<file path="config.mk">
export PLATFORM = sky130hd
export DESIGN_NAME = multi_cycle_control_unit
export DESIGN_NICKNAME = d
export VERILOG_FILES = /design/src/rtl/multi_cycle_control_unit.sv
export SDC_FILE = /design/constraint.sdc
export NUM_CORES = 1
export LEC_CHECK = 0
export CAP_MARGIN = 20
export CORE_MARGIN = 2
export CORE_UTILIZATION = 57
export DETAILED_ROUTE_END_ITERATION = 10
export DONT_BUFFER_PORTS = 1
export PLACE_DENSITY = 0.74
export SYNTH_ARGS = -nofsm -noshare
export SYNTH_HDL_FRONTEND = slang
export SYNTH_SLANG_ARGS = --single-unit
</file>
<file path="constraint.sdc">
create_clock -name clk -period 3.1 [get_ports clk]
set_input_delay 0.62 -clock clk [delete_from_list [all_inputs] [get_ports clk]]
set_output_delay 0.62 -clock clk [all_outputs]
set_load 0.05 [all_outputs]
</file>
<file path="src/rtl/multi_cycle_control_unit.sv">
// Multi-cycle FSM controller: FETCH/DECODE/EXEC/MEM/WB sequencing, memory-stall watchdog, sticky fault.
// Optional perf counters (retired/stall) are built when MCU_PERF_CNT_EN is defined.
module multi_cycle_control_unit #(
  parameter int OP_WIDTH    = 4,
  parameter int ALUOP_WIDTH = 4,
  parameter int WAIT_LIMIT  = 15,
  parameter int CNT_WIDTH   = 32
) (
  input  logic                   clk,
  input  logic                   rst,
  input  logic [OP_WIDTH-1:0]    op,
  input  logic                   mem_ready,
  input  logic                   branch_cond,
  output logic                   pc_write,
  output logic [1:0]             pc_src,
  output logic                   ir_write,
  output logic                   i_or_d,
  output logic                   mem_read,
  output logic                   mem_write,
  output logic                   mem_to_reg,
  output logic                   reg_dst,
  output logic                   reg_write,
  output logic                   alu_src_a,
  output logic [1:0]             alu_src_b,
  output logic [ALUOP_WIDTH-1:0] alu_op,
  output logic                   sign_ext,
  output logic                   fault,
  output logic [1:0]             fault_code,
  output logic [3:0]             state_dbg
`ifdef MCU_PERF_CNT_EN
  ,
  output logic [CNT_WIDTH-1:0]   retired_cnt,
  output logic [CNT_WIDTH-1:0]   stall_cnt
`endif
);

  typedef enum logic [3:0] {
    S_FETCH  = 4'd0,
    S_DECODE = 4'd1,
    S_EXEC   = 4'd2,
    S_ALU_WB = 4'd3,
    S_ADDR   = 4'd4,
    S_MEM    = 4'd5,
    S_MEM_WB = 4'd6,
    S_BRANCH = 4'd7,
    S_FAULT  = 4'd8
  } state_t;

  localparam logic [OP_WIDTH-1:0] OP_RTYPE = OP_WIDTH'(4'h0);
  localparam logic [OP_WIDTH-1:0] OP_ADDI  = OP_WIDTH'(4'h1);
  localparam logic [OP_WIDTH-1:0] OP_ANDI  = OP_WIDTH'(4'h2);
  localparam logic [OP_WIDTH-1:0] OP_ORI   = OP_WIDTH'(4'h3);
  localparam logic [OP_WIDTH-1:0] OP_SUBI  = OP_WIDTH'(4'h4);
  localparam logic [OP_WIDTH-1:0] OP_LHW   = OP_WIDTH'(4'h7);
  localparam logic [OP_WIDTH-1:0] OP_SHW   = OP_WIDTH'(4'h8);
  localparam logic [OP_WIDTH-1:0] OP_BEQ   = OP_WIDTH'(4'h9);
  localparam logic [OP_WIDTH-1:0] OP_BNE   = OP_WIDTH'(4'hA);
  localparam logic [OP_WIDTH-1:0] OP_BLT   = OP_WIDTH'(4'hB);
  localparam logic [OP_WIDTH-1:0] OP_BGT   = OP_WIDTH'(4'hC);
  localparam logic [OP_WIDTH-1:0] OP_JMP   = OP_WIDTH'(4'hF);

  localparam int              WCW  = (WAIT_LIMIT < 2) ? 1 : $clog2(WAIT_LIMIT + 1);
  localparam logic [WCW-1:0]  WLIM = WCW'(WAIT_LIMIT);

  state_t         state, next_state;
  logic [WCW-1:0] wait_cnt;
  logic [1:0]     fault_code_q, fault_code_d;
  logic           stall, timeout;

  assign stall   = ((state == S_FETCH) || (state == S_MEM)) && !mem_ready;
  assign timeout = stall && (WAIT_LIMIT != 0) && (wait_cnt == WLIM);

  always_ff @(posedge clk) begin
    if (rst) begin
      state        <= S_FETCH;
      wait_cnt     <= '0;
      fault_code_q <= 2'b00;
    end else begin
      state        <= next_state;
      fault_code_q <= fault_code_d;
      // Counts only consecutive stalled cycles in the same state.
      if (stall && (next_state == state)) wait_cnt <= wait_cnt + 1'b1;
      else                                wait_cnt <= '0;
    end
  end

  always_comb begin
    next_state   = state;
    fault_code_d = fault_code_q;
    pc_write     = 1'b0;
    pc_src       = 2'b00;
    ir_write     = 1'b0;
    i_or_d       = 1'b0;
    mem_read     = 1'b0;
    mem_write    = 1'b0;
    mem_to_reg   = 1'b0;
    reg_dst      = 1'b0;
    reg_write    = 1'b0;
    alu_src_a    = 1'b0;
    alu_src_b    = 2'b00;
    alu_op       = '0;
    sign_ext     = 1'b0;
    fault        = 1'b0;
    if (!rst) begin
      unique case (state)
        S_FETCH: begin
          mem_read  = 1'b1;
          alu_src_b = 2'b01;
          alu_op    = ALUOP_WIDTH'(1);
          if (mem_ready) begin
            ir_write   = 1'b1;
            pc_write   = 1'b1;
            next_state = S_DECODE;
          end else if (timeout) begin
            next_state   = S_FAULT;
            fault_code_d = 2'b10;
          end
        end
        S_DECODE: begin
          alu_src_b = 2'b11;
          alu_op    = ALUOP_WIDTH'(1);
          sign_ext  = 1'b1;
          case (op)
            OP_RTYPE, OP_ADDI, OP_ANDI, OP_ORI, OP_SUBI: next_state = S_EXEC;
            OP_LHW, OP_SHW:                              next_state = S_ADDR;
            OP_BEQ, OP_BNE, OP_BLT, OP_BGT:              next_state = S_BRANCH;
            OP_JMP: begin
              pc_write   = 1'b1;
              pc_src     = 2'b10;
              next_state = S_FETCH;
            end
            default: begin
              next_state   = S_FAULT;
              fault_code_d = 2'b01;
            end
          endcase
        end
        S_EXEC: begin
          alu_src_a  = 1'b1;
          alu_src_b  = (op == OP_RTYPE) ? 2'b00 : 2'b10;
          alu_op     = (op == OP_RTYPE) ? '0 : ALUOP_WIDTH'(op);
          sign_ext   = (op == OP_ADDI) || (op == OP_SUBI);
          next_state = S_ALU_WB;
        end
        S_ALU_WB: begin
          reg_write  = 1'b1;
          reg_dst    = (op == OP_RTYPE);
          next_state = S_FETCH;
        end
        S_ADDR: begin
          alu_src_a  = 1'b1;
          alu_src_b  = 2'b10;
          alu_op     = ALUOP_WIDTH'(op);
          sign_ext   = 1'b1;
          next_state = S_MEM;
        end
        S_MEM: begin
          i_or_d    = 1'b1;
          mem_read  = (op == OP_LHW);
          mem_write = (op == OP_SHW);
          if (mem_ready) begin
            next_state = (op == OP_LHW) ? S_MEM_WB : S_FETCH;
          end else if (timeout) begin
            next_state   = S_FAULT;
            fault_code_d = 2'b10;
          end
        end
        S_MEM_WB: begin
          reg_write  = 1'b1;
          mem_to_reg = 1'b1;
          next_state = S_FETCH;
        end
        S_BRANCH: begin
          alu_src_a  = 1'b1;
          alu_op     = ALUOP_WIDTH'(op);
          sign_ext   = 1'b1;
          pc_src     = 2'b01;
          pc_write   = branch_cond;
          next_state = S_FETCH;
        end
        S_FAULT: fault = 1'b1;
        default: next_state = S_FETCH;
      endcase
    end
  end

  assign fault_code = rst ? 2'b00 : fault_code_q;
  assign state_dbg  = rst ? 4'd0  : state;

`ifdef MCU_PERF_CNT_EN
  always_ff @(posedge clk) begin
    if (rst) begin
      retired_cnt <= '0;
      stall_cnt   <= '0;
    end else begin
      // Any arc back into FETCH marks a completed instruction; FAULT never takes one.
      if ((state != S_FETCH) && (next_state == S_FETCH)) retired_cnt <= retired_cnt + 1'b1;
      if (stall) stall_cnt <= stall_cnt + 1'b1;
    end
  end
`endif

endmodule

</file>
==> flow_metrics.env, run 1 <==
export IMPL_status="complete, no violations"
export IMPL_leakagePower_nw=0.4728
export IMPL_worstReg2RegEnd="wait_cnt[3]$_SDFF_PP0_"
export IMPL_cts_tree="built"
export IMPL_synth_top_area_share_pct=22.16
export IMPL_ys_warn_count=0
export IMPL_synth_cells=129
export IMPL_ir_drop_v=0.0002835
export IMPL_synth_cell_types=39
export IMPL_drv_slew=0
export IMPL_clock_sinks=10
export IMPL_clock_skew_ns=0.006055
export IMPL_drive_gt1_share_pct=23.24
export IMPL_p_clk_share_pct=17.4
export IMPL_worstSetupPathType="flop to output port"
export IMPL_ys_top_cells_by_count="nor2_1, clkbuf_1, dfxtp_1, nand2_1, nor3_1"
export IMPL_grt_usage_pct=26.83
export IMPL_hp_class="input pin to flop"
export IMPL_synth_most_common_cell="nor2_1"
export IMPL_vias_per_cell=6.424
export IMPL_insertion_delay_ns=0.26
export IMPL_period_needed_ns=2.793
export IMPL_clkTransAtPathRegs_ns=0.06
export IMPL_via_count=1015
export IMPL_synth_edf_count=0
export IMPL_gr_total_overflow=0
export IMPL_die_height_microns=43.81
export IMPL_ys_seq_area_share_pct=22.16
export IMPL_antenna_found_initial=0
export IMPL_die_area_sq_um=1919
export IMPL_core_area_sq_um=1489
export IMPL_synth_area_mux_share_pct=0
export IMPL_max_slew_margin_pct=56.81
export IMPL_numCtsBuffers=3
export IMPL_p_seq_share_pct=33.0
export IMPL_postRouteWirelength_microns=2291
export IMPL_synth_compound_area_share_pct=15.51
export IMPL_wl_per_cell_microns=14.50
export IMPL_cp_max_fo=21
export IMPL_drt_initial_drc_count=40
export IMPL_rrSetupSlack_ns=0.98
export IMPL_synth_adder_area_share_pct=2.493
export IMPL_r2r_cells=4
export IMPL_p_int_w=0.0002727
export IMPL_comb_power_share_pct=49.6
export IMPL_crit_path_end_kind="output port"
export IMPL_row_count=14
export IMPL_tightestPinTransition_ns=0.6470
export IMPL_async_flop_share_pct=0
export IMPL_postCtsSetupBuffers=0
export IMPL_setup_viol=0
export IMPL_synth_flop_cell="dfxtp_1"
export IMPL_yosys_area_share_simple_pct=47.09
export IMPL_max_freq_mhz=358.0
export IMPL_place_congestion=0.8269
export IMPL_maxCapViolCount=0
export IMPL_drc=0
export IMPL_worstReg2RegStart="state[3]$_SDFF_PP0_"
export IMPL_fin_setup_tns_ns=0
export IMPL_holdWs_ns=0.4223
export IMPL_cp_required_ns=2.48
export IMPL_port_buffers=0
export IMPL_hp_start="rst"
export IMPL_grt_pass1_wl_microns=3857
export IMPL_holdBufCountCts=0
export IMPL_synth_largest_area_cell="dfxtp_1"
export IMPL_fp_dieW_microns=43.81
export IMPL_p_sw_w=0.0002041
export IMPL_fillers=117
export IMPL_synthToLayoutAreaGrowth_pct=28.53
export IMPL_post_dp_hpwl_microns=1777
export IMPL_drtAntennaViolNets=0
export IMPL_power_density_nw_per_um2=410.6
export IMPL_htree_levels=1
export IMPL_clockBufferDepth=2
export IMPL_dr_pass1_iters=4
export IMPL_synth_seq_cells=10
export IMPL_pin_count=33
export IMPL_synthXorXnorAreaFrac_pct=6.787
export IMPL_grt_max_degree=22
export IMPL_cts_resized_gates=0
export IMPL_cts_root_buf="clkbuf_4"
export IMPL_layout_nets=153
export IMPL_first_global_vias=864
export IMPL_syn_area_per_cell_sq_um=7.003
export IMPL_arrival_ns=2.17
export IMPL_finalHoldViolations=0
export IMPL_yosys_top_cells_area="dfxtp_1, nor2_1, clkbuf_1, nor2b_1, nor3_1"
export IMPL_p_sw_share_pct=42.81
export IMPL_min_to="state[2]$_SDFF_PP0_"
export IMPL_antenna_cells=0
export IMPL_finalCritPeriodShare_pct=90.11
export IMPL_rsz0062_at_grt="no"
export IMPL_synth_top_family_by_area="simple AND/OR/NAND/NOR gates"
export IMPL_synth_area_sq_um=903.4
export IMPL_startpoint_type="flop"
export IMPL_syn_num_nets=138
export IMPL_hold_depth=1
export IMPL_start_util_pct=60.67
-- sequential cells by signal (all words and copies together), names as in the netlist --
register,count
wait_cnt,4
state,4
fault_code_q,2
-- area by class of cell --
type                    count  area (sq um)  share of cell area (%)
inverters                   1         3.754                  0.3233
clock buffers               3         22.52                   1.940
repair buffers             23         235.2                   20.26
multi-input cells         105         679.4                   58.51
flip-flops and latches     10         200.2                   17.24
well taps                  16         20.02                   1.724
-- stage by stage --
stage               instance area [sq um]  cells  total power [W]  setup slack [ns]  utilization (%)
floorplan                           928.4    129        0.0003350           0.05046                -
global placement                     1139    155        0.0003909            0.6640            76.47
detailed placement                   1139    155        0.0003961            0.5885            76.47
CTS                                  1161    158        0.0004802            0.2916            77.98
global route                         1161    158        0.0005055            0.1315            77.98
finish                               1161    158        0.0004768            0.3067            77.98
-- placed cells by master (no fill, tap or decap), drive strengths merged, types with 2 or more instances in the layout --
master   synthesis  layout
nor4b            2       2
or2              2       2
clkbuf          12       3
nand3            5       5
and3             5       5
nor4             2       2
nor2            17      17
a211oi           2       2
xor2             4       4
nor3             8       8
a2111oi          2       2
dfxtp           10      10
nor2b            7       7
xnor2            3       3
nand4            3       3
nand2           10      10
a31oi            3       3
nand2b           2       2
buf              1      23
o21ai            2       2
a21o             3       3
or3              5       5
a21oi            3       3
and2             4       4
-- kinds of logic after synthesis --
| group | after synthesis |
|---|---|
| AOI/OAI and AO/OA | 19 |
| xor gates and xnor gates | 7 |
| adders and majority gates | 2 |
| buffers and inverters | 14 |
| DFF | 10 |
| and+or+nand+nor | 77 |
-- power by group through the flow --
stage / logic [W] / registers, W / clock network [W]
CTS: 0.000237 / 0.000157 / 0.0000858
finish: 0.000237 / 0.000157 / 0.0000829
global placement: 0.000232 / 0.000159 / 0
global route: 0.000252 / 0.000160 / 0.0000936
detailed placement: 0.000237 / 0.000160 / 0
floorplan: 0.000190 / 0.000145 / 0
-- critical path, cell delays in order, from the launching register on --
cell and delay, ns:
dfxtp_1 0.73, xor2_1 0.28, nor2_1 0.11, a2111oi_4 0.40, and2_1 0.24, buf_12 0.15
-- worst max path at each step --
stage	startpoint	endpoint	slack [ns]	depth (start not counted)
2_1_floorplan	rst	pc_write	0.05	4
3_3_place_gp	state[1]$_SDFF_PP0_	sign_ext	0.66	5
3_5_place_dp	state[2]$_SDFF_PP0_	alu_op[1]	0.59	5
4_1_cts	state[1]$_SDFF_PP0_	sign_ext	0.29	5
5_1_grt	state[2]$_SDFF_PP0_	alu_op[1]	0.13	5
6_report	state[2]$_SDFF_PP0_	alu_op[1]	0.31	5
-- metal layers --
metal | vias up | part of all wire (%) | global-route usage [%]
li1 | 490 | - | -
met1 | 465 | 41 | 35.03
met2 | 56 | 47 | 40.88
met3 | 4 | 9.6 | 10.00
met4 | 0 | 2.4 | 8.485
met5 | - | 0 | 0
Power figures use the tool's default switching activity.
==> inputs of run 2 (changes only) <==
Settings changed: PLACE_DENSITY 0.74 to default, PLACE_DENSITY_LB_ADDON from default to 0.2.
==> flow_metrics.env, run 2 (synthesized netlist as in run 1, its figures left out) <==
export IMPL_cp_slowest_cell="dfxtp_1"
export IMPL_fp_dieW_microns=43.81
export IMPL_crit_path_end_kind="output port"
export IMPL_status="complete, no violations"
export IMPL_place_area_sq_um=1146
export IMPL_grt_usage_pct=27.90
export IMPL_design_area_sq_um=1184
export IMPL_die_area_sq_um=1919
export IMPL_via_count=998
export IMPL_vias_per_cell=6.238
export IMPL_grt_max_degree=21
export IMPL_insertion_delay_ns=0.28
export IMPL_cp_max_fo=18
export IMPL_finalCritPeriodShare_pct=91.16
export IMPL_pin_count=33
export IMPL_layout_nets=154
export IMPL_cts_tree="built"
export IMPL_crit_path_cell_trace="nor4b_2 -> nand2_1 -> nor2_1 -> o22a_1 -> buf_12"
export IMPL_dr_pass1_iters=4
export IMPL_clkTransAtPathRegs_ns=0.07
export IMPL_worstReg2RegStart="state[0]$_SDFF_PP0_"
export IMPL_grt_pass1_wl_microns=3974
export IMPL_critPathMaxStageDelay_ns=0.72
export IMPL_gr_total_overflow=0
export IMPL_period_needed_ns=2.826
export IMPL_final_common_cell="buf_4"
export IMPL_antenna_found_initial=0
export IMPL_clock_sinks=10
export IMPL_worstSetupPathType="flop to output port"
export IMPL_rsz0062_at_grt="no"
export IMPL_drv_slew=0
export IMPL_rrSetupSlack_ns=0.96
export IMPL_clockBufferDepth=2
export IMPL_drc=0
export IMPL_antenna_cells=0
export IMPL_tightestPinTransition_ns=0.6271
export IMPL_cts_root_buf="clkbuf_4"
export IMPL_post_dp_hpwl_microns=1829
export IMPL_cp_required_ns=2.48
export IMPL_crit_start="state[0]$_SDFF_PP0_"
export IMPL_ir_drop_v=0.0003678
export IMPL_startpoint_type="flop"
export IMPL_postRouteWirelength_microns=2386
export IMPL_power_density_nw_per_um2=437.6
export IMPL_numCtsBuffers=3
export IMPL_arrival_ns=2.21
export IMPL_max_slew_margin_pct=58.13
export IMPL_fin_setup_tns_ns=0
export IMPL_wl_per_cell_microns=14.91
export IMPL_port_buffers=0
export IMPL_row_count=14
export IMPL_max_freq_mhz=353.9
export IMPL_path_delay_family="simple AND/OR/NAND/NOR gates"
export IMPL_final_cell_mix="buf_4, nor2_1, nand2_1"
export IMPL_maxCapViolCount=0
export IMPL_start_util_pct=60.67
export IMPL_drtAntennaViolNets=0
export IMPL_htree_levels=1
export IMPL_hp_start="rst"
export IMPL_setup_viol=0
export IMPL_place_congestion=0.7999
export IMPL_drt_initial_drc_count=25
export IMPL_core_area_sq_um=1489
export IMPL_clock_skew_ns=0.005786
export IMPL_hp_class="input pin to flop"
export IMPL_synthToLayoutAreaGrowth_pct=31.03
export IMPL_finalHoldViolations=0
export IMPL_largestRegisters="state: 4 flops, wait_cnt: 4 flops, fault_code_q: 2 flops"
export IMPL_die_height_microns=43.81
export IMPL_first_global_vias=913
export IMPL_crit_buf_inv=1
export IMPL_drive_gt1_share_pct=25.00
export IMPL_leakagePower_nw=0.4858
-- run 2: through the flow --
step                      total power, W  setup slack [ns]  hold WS [ns]  cells  util, %
after CTS                      0.0005199            0.2352        0.3981    160    79.41
final                          0.0005179            0.2741        0.4027    160    79.50
after detailed placement       0.0003986            0.5384        0.4478    156    76.97
after global routing           0.0005414           0.08907        0.3965    160    79.50
after global placement         0.0003923            0.6793        0.4297    156    76.97
after floorplan                0.0003350           0.05046        0.4176    129        -
-- run 2: timing repair --
item / CTS / global route
setup buffers: 0 / 0
resized for setup: 0 / 1
endpoints found under the hold margin: 0 / 0
endpoints found under the setup margin: 0 / 1
hold buffers: 0 / 0
-- run 2: routing by layer --
metal / global-route usage [%] / part of all wire, % / vias to the layer above
li1: - / - / 490
met1: 32.65 / 39 / 461
met2: 46.47 / 51 / 44
met3: 12.08 / 9.1 / 3
met4: 7.273 / 0.92 / 0
met5: 0 / 0 / -
-- run 2: final cells by class --
| type | count | area [sq um] |
|---|---|---|
| inverter | 1 | 3.754 |
| timing repair buffer | 24 | 242.7 |
| clock buffer | 4 | 36.28 |
| fill | 114 | 305.3 |
| tap | 16 | 20.02 |
| multi-input combinational | 105 | 679.4 |
| sequential | 10 | 201.4 |
-- run 2: worst paths after layout --
check                                      end  cells after the start
hold reg to reg         wait_cnt[0]$_SDFF_PP0_                      1
setup / recovery                      pc_write                      5
hold / removal    fault_code_q[0]$_SDFFE_PP0P_                      1
setup reg to reg        wait_cnt[0]$_SDFF_PP0_                      4
-- run 2: power breakdown --
| part | switching, W | internal (W) | leakage [nW] | total (W) |
|---|---|---|---|---|
| registers | 0.0000224 | 0.000136 | 0.0817 | 0.000159 |
| logic | 0.000145 | 0.0000932 | 0.383 | 0.000238 |
| clock network | 0.0000497 | 0.0000716 | 0.0210 | 0.000121 |
-- run 2: worst register-to-register path: cells and delay by family, from the launching register on --
kind	cells	cell delay, ns
AND/OR/NAND/NOR	3	1.16
flip-flops	1	0.72
AO/OA/AOI/OAI	1	0.21
